[src/rtl/gps_capture_ctrl.sv]
// GPS front-end capture: packs 2-bit samples 16 per word and writes LENGTH words from BASE into sample RAM.
// One-word holding register toward the RAM arbiter; a word completing while the previous one is ungranted is dropped (OVERRUN).
module gps_capture_ctrl #(
    parameter logic [3:0] csr_addr   = 4'h0,
    parameter int         depth_log2 = 11
) (
    input  logic                  sys_clk,
    input  logic                  sys_rst,
    input  logic [13:0]           csr_a,
    input  logic                  csr_we,
    input  logic [31:0]           csr_di,
    output logic [31:0]           csr_do,
    input  logic                  smp_stb,
    input  logic                  smp_sync,
    input  logic [1:0]            smp_dat,
    output logic                  ram_req,
    input  logic                  ram_gnt,
    output logic [depth_log2-1:0] ram_adr,
    output logic [31:0]           ram_dat,
    output logic                  irq
);

    localparam int LW = depth_log2 + 1;

    typedef enum logic [1:0] {IDLE, ARMED, CAPTURE, FLUSH} state_t;
    state_t state, state_nxt;

    logic                  waitsync, done, overrun;
    logic [depth_log2-1:0] base;
    logic [LW-1:0]         length, count, packed_cnt;
    logic [3:0]            pack_idx;
    logic [31:0]           pack_word, word_next, rd_data;

    logic sel, ctrl_wr, start_req, abort_req, busy, start_go, abort_go;
    logic take, word_done, last_word, granted, fsm_done;
    logic unused_bits;

    assign sel       = (csr_a[13:10] == csr_addr);
    assign ctrl_wr   = sel && csr_we && (csr_a[1:0] == 2'd0);
    assign start_req = ctrl_wr && csr_di[0] && !csr_di[1];
    assign abort_req = ctrl_wr && csr_di[1];
    assign busy      = (state != IDLE);
    assign start_go  = start_req && (state == IDLE);
    assign abort_go  = abort_req && busy;
    assign granted   = ram_req && ram_gnt;
    assign take      = smp_stb && (((state == ARMED) && (!waitsync || smp_sync)) || (state == CAPTURE));
    assign word_done = take && (pack_idx == 4'd15);
    assign last_word = word_done && ((packed_cnt + LW'(1)) >= length);
    assign unused_bits = ^{csr_a[9:2], csr_di[31:LW]};

    always_comb begin
        word_next = pack_word;
        word_next[{pack_idx, 1'b0} +: 2] = smp_dat;
    end

    always_comb begin
        rd_data = '0;
        case (csr_a[1:0])
            2'd0: rd_data[3:0] = {waitsync, overrun, done, busy};
            2'd1: rd_data[depth_log2-1:0] = base;
            2'd2: rd_data[LW-1:0] = length;
            default: rd_data[LW-1:0] = count;
        endcase
    end

    always_ff @(posedge sys_clk) begin
        if (sys_rst) state <= IDLE;
        else         state <= state_nxt;
    end

    always_comb begin
        state_nxt = state;
        fsm_done  = 1'b0;
        case (state)
            IDLE:    if (start_req) state_nxt = ARMED;
            ARMED:   if (take) state_nxt = CAPTURE;
            CAPTURE: if (last_word) state_nxt = FLUSH;
            default: if (!ram_req || ram_gnt) begin
                state_nxt = IDLE;
                fsm_done  = 1'b1;
            end
        endcase
        if (abort_go) begin
            state_nxt = IDLE;
            fsm_done  = 1'b0;
        end
    end

    always_ff @(posedge sys_clk) begin
        if (sys_rst) begin
            waitsync   <= 1'b0;
            done       <= 1'b0;
            overrun    <= 1'b0;
            base       <= '0;
            length     <= LW'(1);
            count      <= '0;
            packed_cnt <= '0;
            pack_idx   <= '0;
            pack_word  <= '0;
            ram_req    <= 1'b0;
            ram_adr    <= '0;
            ram_dat    <= '0;
            irq        <= 1'b0;
            csr_do     <= '0;
        end else begin
            irq    <= 1'b0;
            csr_do <= sel ? rd_data : 32'd0;
            if (ctrl_wr)
                waitsync <= csr_di[2];
            if (sel && csr_we && (csr_a[1:0] == 2'd1))
                base <= csr_di[depth_log2-1:0];
            if (sel && csr_we && (csr_a[1:0] == 2'd2))
                length <= (csr_di[LW-1:0] == '0) ? LW'(1) : csr_di[LW-1:0];

            if (abort_go) begin
                ram_req  <= 1'b0;
                pack_idx <= '0;
            end else begin
                if (start_go) begin
                    done       <= 1'b0;
                    overrun    <= 1'b0;
                    count      <= '0;
                    packed_cnt <= '0;
                    pack_idx   <= '0;
                    ram_adr    <= base;
                end
                if (granted) begin
                    count   <= count + LW'(1);
                    ram_adr <= ram_adr + 1'b1;
                    ram_req <= 1'b0;
                end
                // A grant in this same cycle frees the holding register for the new word.
                if (take) begin
                    pack_word <= word_next;
                    pack_idx  <= pack_idx + 4'd1;
                    if (word_done) begin
                        packed_cnt <= packed_cnt + LW'(1);
                        if (ram_req && !ram_gnt) begin
                            overrun <= 1'b1;
                        end else begin
                            ram_req <= 1'b1;
                            ram_dat <= word_next;
                        end
                    end
                end
                if (fsm_done) begin
                    done <= 1'b1;
                    irq  <= 1'b1;
                end
            end
        end
    end

endmodule
[config.mk]
export PLATFORM = sky130hd
export DESIGN_NAME = gps_capture_ctrl
export DESIGN_NICKNAME = d
export VERILOG_FILES = /design/src/rtl/gps_capture_ctrl.sv
export SDC_FILE = /design/constraint.sdc
export NUM_CORES = 1
export LEC_CHECK = 0
export ABC_AREA = 0
export ABC_CLOCK_PERIOD_IN_PS = 5450
export CORE_ASPECT_RATIO = 1.2
export CORE_UTILIZATION = 50
export CTS_BUF_LIST = sky130_fd_sc_hd__clkbuf_8
export DETAILED_ROUTE_END_ITERATION = 8
export GPL_TIMING_DRIVEN = 1
export HOLD_SLACK_MARGIN = 0.1
export PLACE_DENSITY_LB_ADDON = 0.25
export SLEW_MARGIN = 20
export SYNTH_ARGS = -nofsm -noshare
export SYNTH_HDL_FRONTEND = slang
export SYNTH_SLANG_ARGS = --single-unit
[constraint.sdc]
create_clock -name sys_clk -period 5.45 [get_ports sys_clk]
set_input_delay 0.545 -clock sys_clk [delete_from_list [all_inputs] [get_ports sys_clk]]
set_output_delay 0.545 -clock sys_clk [all_outputs]
set_load 0.01 [all_outputs]
# Yosys cells after proc, flatten, opt, wreduce, memory -nomap -nowiden
# Cells that the tools add are included.
# totals
regBits	165
input_bits	54
output_inout_bits	77
# classes
add_sub_neg	5
magnitude_cmp	1
n_eq_ne	8
n_shift	2
muxes	33
bitwise_logic	3
reduce_logical	40
# ops
operator	n
12-bit 2-to-1 mux	6
32-bit bitwise mux	1
2-bit by 7-bit variable shift with 32-bit output, first input constant	1
2-bit by 7-bit indexed part select with 32-bit output	1
12-bit by 1-bit adder with 12-bit output, second input constant	2
11-bit 2-to-1 mux	2
7-bit one-hot mux with 3 select lines	1
1-bit logical AND	15
1-bit 2-to-1 mux	14
12-bit >= comparator	1
12-bit logical NOT	1
4-bit one-hot mux with 3 select lines	1
11-bit by 1-bit adder with 11-bit output, second input constant	1
2-bit 2-to-1 mux	4
4-bit 2-to-1 mux	2
4-bit AND reduction	2
2-bit nonzero test	4
5-bit negator with 7-bit output	1
2-bit inequality test, second input constant	3
2-bit one-hot mux with 3 select lines	1
2-bit AND reduction	3
2-bit OR reduction	3
4-bit by 1-bit adder with 4-bit output, second input constant	1
2-bit by 1-bit equality test with 1-bit output, second input constant	2
other kinds (10)	19

# Logic depth before layout (Yosys ltp)
# Gate-level depths: netlist of run 1.
# logic_depth
depth_word	10
ltp_mapped	11
ltp_nobuf	11

# Worst setup path before layout of run 1
# Ideal clock, no wire load.
# synth_path
kind	register -> register
startpoint	register packed_cnt[6]
endpoint	register state[0]
arrival_ns	2.673
required_ns	5.391
setup_slack_ns	2.718
stages_incl_launch_ff	12
path_cell_list	dfxtp_1 clkbuf_1 and3_1 and4_1 nand3_1 xnor2_1 ha_1 and4_1 o21ai_0 or4_1 a311oi_1 o221a_2
# synth_between
elab_chain_len	5
# synth_lines
element	line	rtl
start, declared	30	logic [LW-1:0] length, count, packed_cnt;
start signal, assigned	137	packed_cnt <= packed_cnt + LW'(1);
12-bit by 1-bit adder with 12-bit output	48	assign last_word = word_done && ((packed_cnt + LW'(1)) >= length);
12-bit >= comparator	48	
1-bit logical AND	48	
2-bit inequality test (no source line)	-	
4-bit AND reduction (no source line)	-	
end signal, assigned	68	else state <= state_nxt;
end, declared	26	state_t state, state_nxt;
# Every way passes these cells.
# A chain may end at the register's enable or synchronous reset.

# Final worst setup path of run 1
# layout_path
startpoint	input port csr_a[0]
endpoint	register ram_dat[23]
# layout_between
elab_chain_len	6
# layout_lines
element	line	rtl
start, declared	9	input logic [13:0] csr_a,
2-bit logical NOT	39	assign ctrl_wr = sel && csr_we && (csr_a[1:0] == 2'd0);
1-bit logical AND	39	
1-bit logical AND	41	assign abort_req = ctrl_wr && csr_di[1];
1-bit logical AND	44	assign abort_go = abort_req && busy;
1-bit inverter (no source line)	-	
4-bit AND reduction (no source line)	-	
end signal, assigned	142	ram_dat <= word_next;
end, declared	19	output logic [31:0] ram_dat,
# Every way passes these cells.

==> results of run 1 <==
[metrics by stage]
| step | hold WS (ns) | setup slack, ns |
|---|---|---|
| 6_report | 0.4776 | 2.053 |
| 4_1_cts | 0.4629 | 2.056 |
| 2_1_floorplan | 0.4492 | 2.718 |
| 3_3_place_gp | 0.4607 | 1.658 |
| 3_5_place_dp | 0.4688 | 1.578 |
| 5_1_grt | 0.4941 | 1.753 |
[cell usage after synthesis (8+ instances only)]
library cell / n / area (um2)
and4_1: 8 / 70.07
nand4_1: 9 / 56.30
and2_1: 10 / 62.56
nor2b_1: 8 / 50.05
a211oi_1: 34 / 255.2
nor3_1: 13 / 65.06
nor2_1: 120 / 450.4
nand2b_1: 12 / 75.07
a311oi_1: 13 / 113.9
buf_4: 20 / 150.1
inv_1: 21 / 78.83
ha_1: 23 / 287.8
o21ai_0: 30 / 150.1
xnor2_1: 10 / 87.58
a21oi_1: 49 / 245.2
and3_1: 18 / 112.6
mux2i_1: 69 / 690.7
dfxtp_1: 145 / 2903
nand2_1: 72 / 270.3
nand3_1: 39 / 195.2
clkbuf_1: 41 / 153.9
nor4_1: 8 / 50.05
[logic make-up after synthesis]
group | after synthesis | synth area share (%)
flops | 145 | 39.34
simple gates | 337 | 22.21
fa+ha+maj | 23 | 3.900
compound gates | 176 | 16.14
mux | 74 | 10.73
buf+inv | 95 | 5.952
xor+xnor | 14 | 1.662
other cells | 1 | 0.05082
[final cells by class]
| cell class | count | area [um2] | share of cell area [%] |
|---|---|---|---|
| Tap cell | 175 | 219.0 | 2.557 |
| Timing Repair Buffer | 87 | 855.8 | 9.994 |
| Clock buffer | 20 | 275.3 | 3.214 |
| Clock inverter | 11 | 115.1 | 1.344 |
| Sequential cell | 145 | 2903 | 33.90 |
| Inverter | 22 | 82.58 | 0.9643 |
| Multi-Input combinational cell | 644 | 4113 | 48.03 |
[how the worst min path moves through the flow]
stage,start,endpoint,slack (ns),cells after the start
2_1_floorplan,done,done,0.45,2
3_3_place_gp,pack_word[4],pack_word[4],0.46,2
3_5_place_dp,pack_word[3],ram_dat[3],0.47,2
4_1_cts,sys_rst,pack_word[3],0.46,2
5_1_grt,sys_rst,pack_word[9],0.49,2
6_report,pack_word[2],ram_dat[2],0.48,2
[metal layers]
| layer | up-vias | routed length, um | GRT usage (%) | part of all wire, % |
|---|---|---|---|---|
| met5 | - | 0 | 0 | 0 |
| met4 | 0 | 434 | 10.60 | 2.4 |
| met3 | 30 | 854 | 4.219 | 4.8 |
| met2 | 192 | 8616 | 41.36 | 48 |
| met1 | 2914 | 7878 | 30.23 | 44 |
| li1 | 3156 | - | - | - |
[worst register-to-register path, delay by kind of cell (launching register included)]
kind / cells / cell delay (ns)
and+or+nand+nor: 4 / 1.07
DFF: 1 / 0.41
xor gates and xnor gates: 1 / 0.13
adders and majority gates: 2 / 0.54
AOI/OAI and AO/OA: 3 / 0.87
[power by group]
part / total (mW) / leakage, nW / switching [mW] / internal, mW
Combinational: 0.136 / 1.81 / 0.0897 / 0.0459
Sequential: 1.07 / 1.17 / 0.00584 / 1.07
Clock: 0.842 / 0.203 / 0.406 / 0.436
[sequential cells by signal, indices dropped and copies added (netlist names)]
| name | count |
|---|---|
| packed_cnt | 12 |
| count | 12 |
| pack_idx | 4 |
| pack_word | 32 |
| ram_adr | 11 |
| done | 1 |
| length | 12 |
| ram_req | 1 |
| csr_do | 12 |
| base | 11 |
| state | 2 |
| overrun | 1 |
| ram_dat | 32 |
| irq | 1 |
| waitsync | 1 |
==> metrics, run 1 <==
Synth warnings 0; FFs w/ async S/R, synth 0%; Worst Setup EP ram_dat[23]; element type at the critical path start input pin; CP Max Fanout 23; vias in the first global route 5744; pwr/cell area between 200 and 250 nW/um2; Net count, final 994; CP Buf/Inv Count 2; Vias 6292; dominant synthesized flop cell dfxtp_1; initial antenna violation count 0; # Post-CTS Setup Buffers 0; CTS Sinks roughly 150; detailed placement HPWL around 13000 um; post-cts sizing count 0; fill count 1351; Critical Path, Cell by Cell clkdlybuf4s50_1 > nor2b_1 > and4_1 > nor4_4 > buf_4 > nor2_1 > a311oi_1; core area 14410 um2; sequential share of the synthesized area 39.34%; final setup fails 0; area of the die 15250 um2; level count of the clock H-tree 4; maximum clock insertion buffer count 2; final cycle utilization of the critical path 62.33%; Final Cell Area 8563 um2; placed cells 1073; post-route ant nets 0; chip width 112.9 um; Worst EP arrival 3.76 ns; CP startpoint csr_a[0]; status finished, final reports clean; Hold Path Class register to register; Total Power 2.049 mW; delay-heaviest family, CP simple AND/OR/NAND/NOR gates; placed instance area 8173 um2; DR vias/cell ~5.7; Antenna diodes 0; total grt overflow 0; GRT Resource Usage Total 24.29%; RSZ-0062 raised after global routing false; Ports 131; Placer Congestion 0.8746; Reg-to-Reg End state[0]; CP endpoint kind register; Rel. slew slack 34.31%; Finished Layout Cells roughly 1.1k; LEAKAGE approximately 3.2 nW; Netlist cell types 65; Req. time, crit path 5.81 ns; skew final 0.008897 ns; type of the worst setup path input pin to register; final core occ 59.41%; launching point of the worst reg2reg path packed_cnt[0]; max cap viols 0; commonest non-fill, non-tap cell in the layout dfxtp_1; die height about 140 um; Max rail drop VDD 0.1572 mV; drt wl/cell 16.11 um; layout cells sized above 1 5.490%; I/O Buffers 82; Worst-path clk slew 0.08 ns; Worst R2R Path Depth 10; Slowest cell on crit path clkdlybuf4s50_1; area growth from synthesis to layout 16.06%; crit-path max cell delay 0.95 ns; Max Fclk around 290 MHz; number of synthesized register bits 145; TritonCTS buffer count 17; Gate Count Post-Synth slightly below 900; TritonCTS clock tree built; Synth Area per Inst approximately 8.5 um2; final wirelength 17780 um; hold buffer count at CTS 0; Initial Utilization 51.19%; Tmin final 3.397 ns; # DRC 0; Site Rows 48; first-pass GRT wire length 28990 um; Synth Cell Area about 7400 um2; root buffer cell clkbuf_8; setup slack, reg-to-reg between 2 and 2.5 ns; Initial DRC Count 353; detailed-router iteration count before antenna repair 5; number of enable flip-flop cells after synthesis 0; largest net degree at the start of global routing 78; Setup TNS Final 0 ns; worst skew pair latency 0.45 ns; endpoints failing hold 0; Slew Limit Fails 0; Crit. path cell count 7; actual slew at the worst max-slew pin 0.9780 ns; commonest non-fill, non-tap cells in the layout dfxtp_1 (145), nor2_1 (120), clkdlybuf4s50_1 (81)
Power figures use the tool's default switching activity.
==> run 2: changes to the inputs <==
Settings changed: ABC_CLOCK_PERIOD_IN_PS 5450 to 3100.
Clock period 5.45 ns to 3.1 ns, I/O delays scaled along.
==> run 2 against run 1 <==
Net effect:
- combinational power increased by 89%
- register-to-register slack got worse by 2.2 ns
- largest power group unchanged
- sequential share of layout area decreased by 0.72 points
- highest routed layer unchanged
- first-iteration DRC count decreased by 18%
==> metrics, run 2 (synthesized netlist as in run 1, its figures left out) <==
Max rail drop VDD 0.2558 mV; launching point of the worst reg2reg path packed_cnt[0]; post-cts sizing count 0; level count of the clock H-tree 4; combinational share of power 7.1%; Seq pwr share a little over half; switching pwr ~0.89 mW; first-pass GRT wire length 29570 um; clock network fraction of total power between 40 and 50%; CP endpoint kind register; Setup TNS Final 0 ns; vias in the first global route approximately 6k; actual slew at the worst max-slew pin 0.6424 ns; Net count, final 1018; detailed placement HPWL 13150 um; final wirelength 18240 um; LEAKAGE 3.300 nW; Final Cell Area 8748 um2; commonest non-fill, non-tap cells in the layout dfxtp_1 (145), nor2_1 (120), clkdlybuf4s50_1 (81); commonest non-fill, non-tap cell in the layout dfxtp_1; largest net degree at the start of global routing 57; status finished, final reports clean; element type at the critical path start register; total grt overflow 0; worst skew pair latency 0.46 ns; Reg-to-Reg End state[0]; hold buffer count at CTS 0; Post-Place Setup Slack 0.1035 ns; TritonCTS buffer count 17; Hold Path Class input pin to register; P_int 2.730 mW; layout cells sized above 1 7.975%; Vias between 6k and 7k; beginning of the worst hold path sys_rst; root buffer cell clkbuf_8; Req. time, crit path 3.50 ns; Slew Limit Fails 0; drt wl/cell 16.17 um; CTS Sinks 145; final setup fails 0; Rel. slew slack between 50% and 60%; Net Sw Frac 24.50%; Total Power ~3.6 mW; area growth from synthesis to layout 18.57%; # Post-CTS Setup Buffers 0; Site Rows 48; Worst Slack Setup Final around 0.23 ns; DR vias/cell 5.676; die height 135.1 um; final core occ 60.69%; Antenna diodes 0; chip width 112.9 um; Tmin final 2.874 ns; # DRC 0; I/O Buffers 82; Ports 131; final cycle utilization of the critical path 92.72%; RSZ-0062 raised after global routing false; Initial DRC Count slightly below 300; Min-Delay Endpoint length[1]; pwr/cell area 413.3 nW/um2; GRT Resource Usage Total 24.76%; Top Registers pack_word x32, ram_dat x32; maximum clock insertion buffer count 2; detailed-router iteration count before antenna repair 5; max cap viols 0; Placer Congestion a little under 0.9; endpoints failing hold 0; type of the worst setup path register to register; Min Hold Slack between 0.3 and 0.4 ns; skew final 0.008765 ns; area of the die 15250 um2; Worst R2R Path Depth 11; TritonCTS clock tree built; CP Max Fanout 5; Max Fclk 347.9 MHz; initial antenna violation count 0; Finished Layout Cells 1128; setup slack, reg-to-reg ~0.23 ns; placed instance area between 8000 and 9000 um2; Worst-path clk slew approximately 0.07 ns; core area 14410 um2; Worst EP arrival approximately 3.3 ns; Hold Crit Depth 2; post-route ant nets 0; Initial Utilization 51.19%; placed cells between 1k and 1.5k
==> run 2: power by group through the flow <==
| stage | Sequential, mW | Combinational, mW | Clock (mW) |
|---|---|---|---|
| final | 1.88 | 0.257 | 1.48 |
| after global routing | 1.88 | 0.280 | 1.59 |
| after CTS | 1.88 | 0.254 | 1.50 |
| after detailed placement | 1.92 | 0.253 | 0 |
| after global placement | 1.92 | 0.251 | 0 |
| after floorplan | 1.92 | 0.175 | 0 |
==> run 2: worst max-delay path, cell delays in order, from the launching register on <==
cell	delay [ns]
dfxtp_1	0.40
ha_1	0.21
nand3_1	0.16
nor2_1	0.14
nand3_1	0.15
xnor2_1	0.18
ha_1	0.27
and4_1	0.22
o21ai_0	0.09
or4_1	0.42
a311oi_2	0.33
o221a_2	0.25
==> run 2: layout make-up <==
type	instances	area, um2
inverter	22	82.58
timing repair buffer	111	1036
multi-input combinational	644	4119
clock inverter	11	113.9
sequential	145	2903
fill	1300	5665
clock buffer	20	275.3
tap	175	219.0
==> run 2: how the worst max path moves through the flow <==
stage                       start       end  slack, ns  depth (start not counted)
global placement    packed_cnt[0]  state[0]       0.19                         10
CTS                 packed_cnt[0]  state[0]       0.07                         11
detailed placement  packed_cnt[0]  state[0]       0.10                         11
floorplan           packed_cnt[6]  state[0]       0.37                         11
global route        packed_cnt[0]  state[0]       0.02                         11
finish              packed_cnt[0]  state[0]       0.23                         11
==> run 2: routing by layer <==
metal  track usage [%]  share of wire (%)  vias up
met5                 0                  0        -
met4             8.626                1.8        0
met3             5.431                4.3       26
met2             43.18                 50      153
met1             30.10                 44     3006
li1                  -                  -     3217
==> run 3: changes to the inputs <==
Settings changed: CAP_MARGIN set to 20, PLACE_DENSITY set to 0.79, PLACE_DENSITY_LB_ADDON 0.25 to unset.
==> run 3 against run 2 <==
Net effect:
- critical path depth is 1 lower
- die area is the same
- maximum frequency about the same
- critical path type unchanged
- sequential power hardly changed
- via count grew 0.92%
- cell area increased by 0.86%
- power up 5.3%
- largest power group unchanged
- utilization grew 0.52 points
- sequential share of layout area down 0.28 points
- clock-buffer cell count is 1 lower
- cell count up 0.18%
==> metrics, run 3 (synthesized netlist as in run 1, its figures left out) <==
status finished, final reports clean; crit-path most repeated cell and4_1; detailed-router iteration count before antenna repair 5; met2 Resource Use GR 41.67%; initial antenna violation count 0; core area 14410 um2; Worst-path clk slew about 0.08 ns; final core occ 61.22%; endpoints failing hold 0; Initial DRC Count 343; Initial Utilization 51.19%; LEAKAGE roughly 3.3 nW; final cycle utilization of the critical path 92.68%; level count of the clock H-tree 4; Rel. slew slack 27.61%; fill count 1251; final setup fails 0; GRT Resource Usage Total 24.19%; placed cells approximately 1.1k; Site Rows 48; layout cells sized above 1 a little over 8%; root buffer cell clkbuf_8; Post-Place Setup Slack between 0.2 and 0.25 ns; Slew Limit Fails 0; detailed placement HPWL about 13000 um; TritonCTS buffer count 17; max cap viols 0; Worst Slack Setup Final 0.2269 ns; vias in the first global route around 5.7k; die height 135.1 um; Min Hold Slack around 0.29 ns; Total Power between 3 and 4 mW; pwr/cell area ~430 nW/um2; total grt overflow 0; crit-path max cell delay 0.43 ns; skew final 0.008013 ns; Worst R2R Path Depth 10; Vias 6461; Finished Layout Cells between 1k and 1.5k; gr busiest metal met2; RSZ-0062 raised after global routing false; CP endpoint kind register; hold buffer count at CTS 0; chip width 112.9 um; Slowest cell on crit path or4_1; Tmin final 2.873 ns; Reg-to-Reg End state[0]; actual slew at the worst max-slew pin 1.076 ns; launching point of the worst reg2reg path packed_cnt[2]; CTS Sinks 145; Hold Path Class input pin to register; first-pass GRT wire length 28860 um; Placer Congestion 0.9609; # Post-CTS Setup Buffers 0; area of the die 15250 um2; I/O Buffers 82; Antenna diodes 0; post-route ant nets 0; final wirelength 18230 um; Max rail drop VDD 0.3572 mV; Ports 131; Worst Setup EP state[0]; drt wl/cell 16.14 um; post-cts sizing count 0; placed instance area around 8400 um2; commonest non-fill, non-tap cells in the layout dfxtp_1 (145), nor2_1 (120), clkdlybuf4s50_1 (81); setup slack, reg-to-reg 0.23 ns; DR vias/cell ~5.7; Net count, final 1019; type of the worst setup path register to register; # DRC 0; Final Cell Area 8823 um2; Setup TNS Final 0 ns; area growth from synthesis to layout 19.59%; Critical Path, Cell by Cell and4_1 > and4_1 > nand3_1 > xnor2_1 > ha_1 > and4_1 > o21ai_0 > or4_1 > a311oi_2 > o221a_2; TritonCTS clock tree built; commonest non-fill, non-tap cell in the layout dfxtp_1; met3 Use GR 4.803%; Top Registers pack_word x32, ram_dat x32; Max Fclk ~350 MHz; GR Layer Usage met1 29.32%; worst skew pair latency 0.47 ns; CP Max Fanout 6; CP startpoint packed_cnt[2]; element type at the critical path start register; Req. time, crit path 3.51 ns; Worst EP arrival 3.28 ns; maximum clock insertion buffer count 2; largest net degree at the start of global routing 65
[run 3: changes by cell type in the layout (fill, tap and decap cells not counted), sizes merged]
cell	change
buf	+1
inv	+1
clkbuf	-1
clkinv	-1
bufinv	+2
[run 3: layout make-up]
type	instances	area, um2	share of cell area [%]
clock buffer	19	261.5	2.964
clock inverter	13	182.7	2.070
inverter	22	82.58	0.9359
tap	175	219.0	2.482
sequential	145	2903	32.90
timing repair buffer	112	1056	11.97
multi-input combinational	644	4119	46.68
[run 3: worst min path at each step]
stage | from | endpoint | depth (start not counted)
floorplan | done | done | 2
global placement | pack_word[8] | pack_word[8] | 2
detailed placement | pack_word[2] | pack_word[2] | 2
CTS | sys_rst | base[4] | 2
global route | sys_rst | base[9] | 2
finish | sys_rst | length[11] | 2
[run 3: worst max-delay path: cells and delay by family (launching register included)]
family / cells / cell delay [ns]
xor+xnor: 1 / 0.17
simple gates: 5 / 1.28
compound gates: 3 / 0.66
flops: 1 / 0.41
fa+ha+maj: 1 / 0.30
[run 3: metal layers]
layer / vias to the layer above / part of all wire [%]
li1: 3213 / -
met1: 3006 / 43
met2: 210 / 49
met3: 32 / 5.1
met4: 0 / 2.4
met5: - / 0
[run 3: where the power goes]
group	switching [mW]	internal, mW
sequential	0.0109	1.87
combinational	0.164	0.0936
clock	0.747	0.921
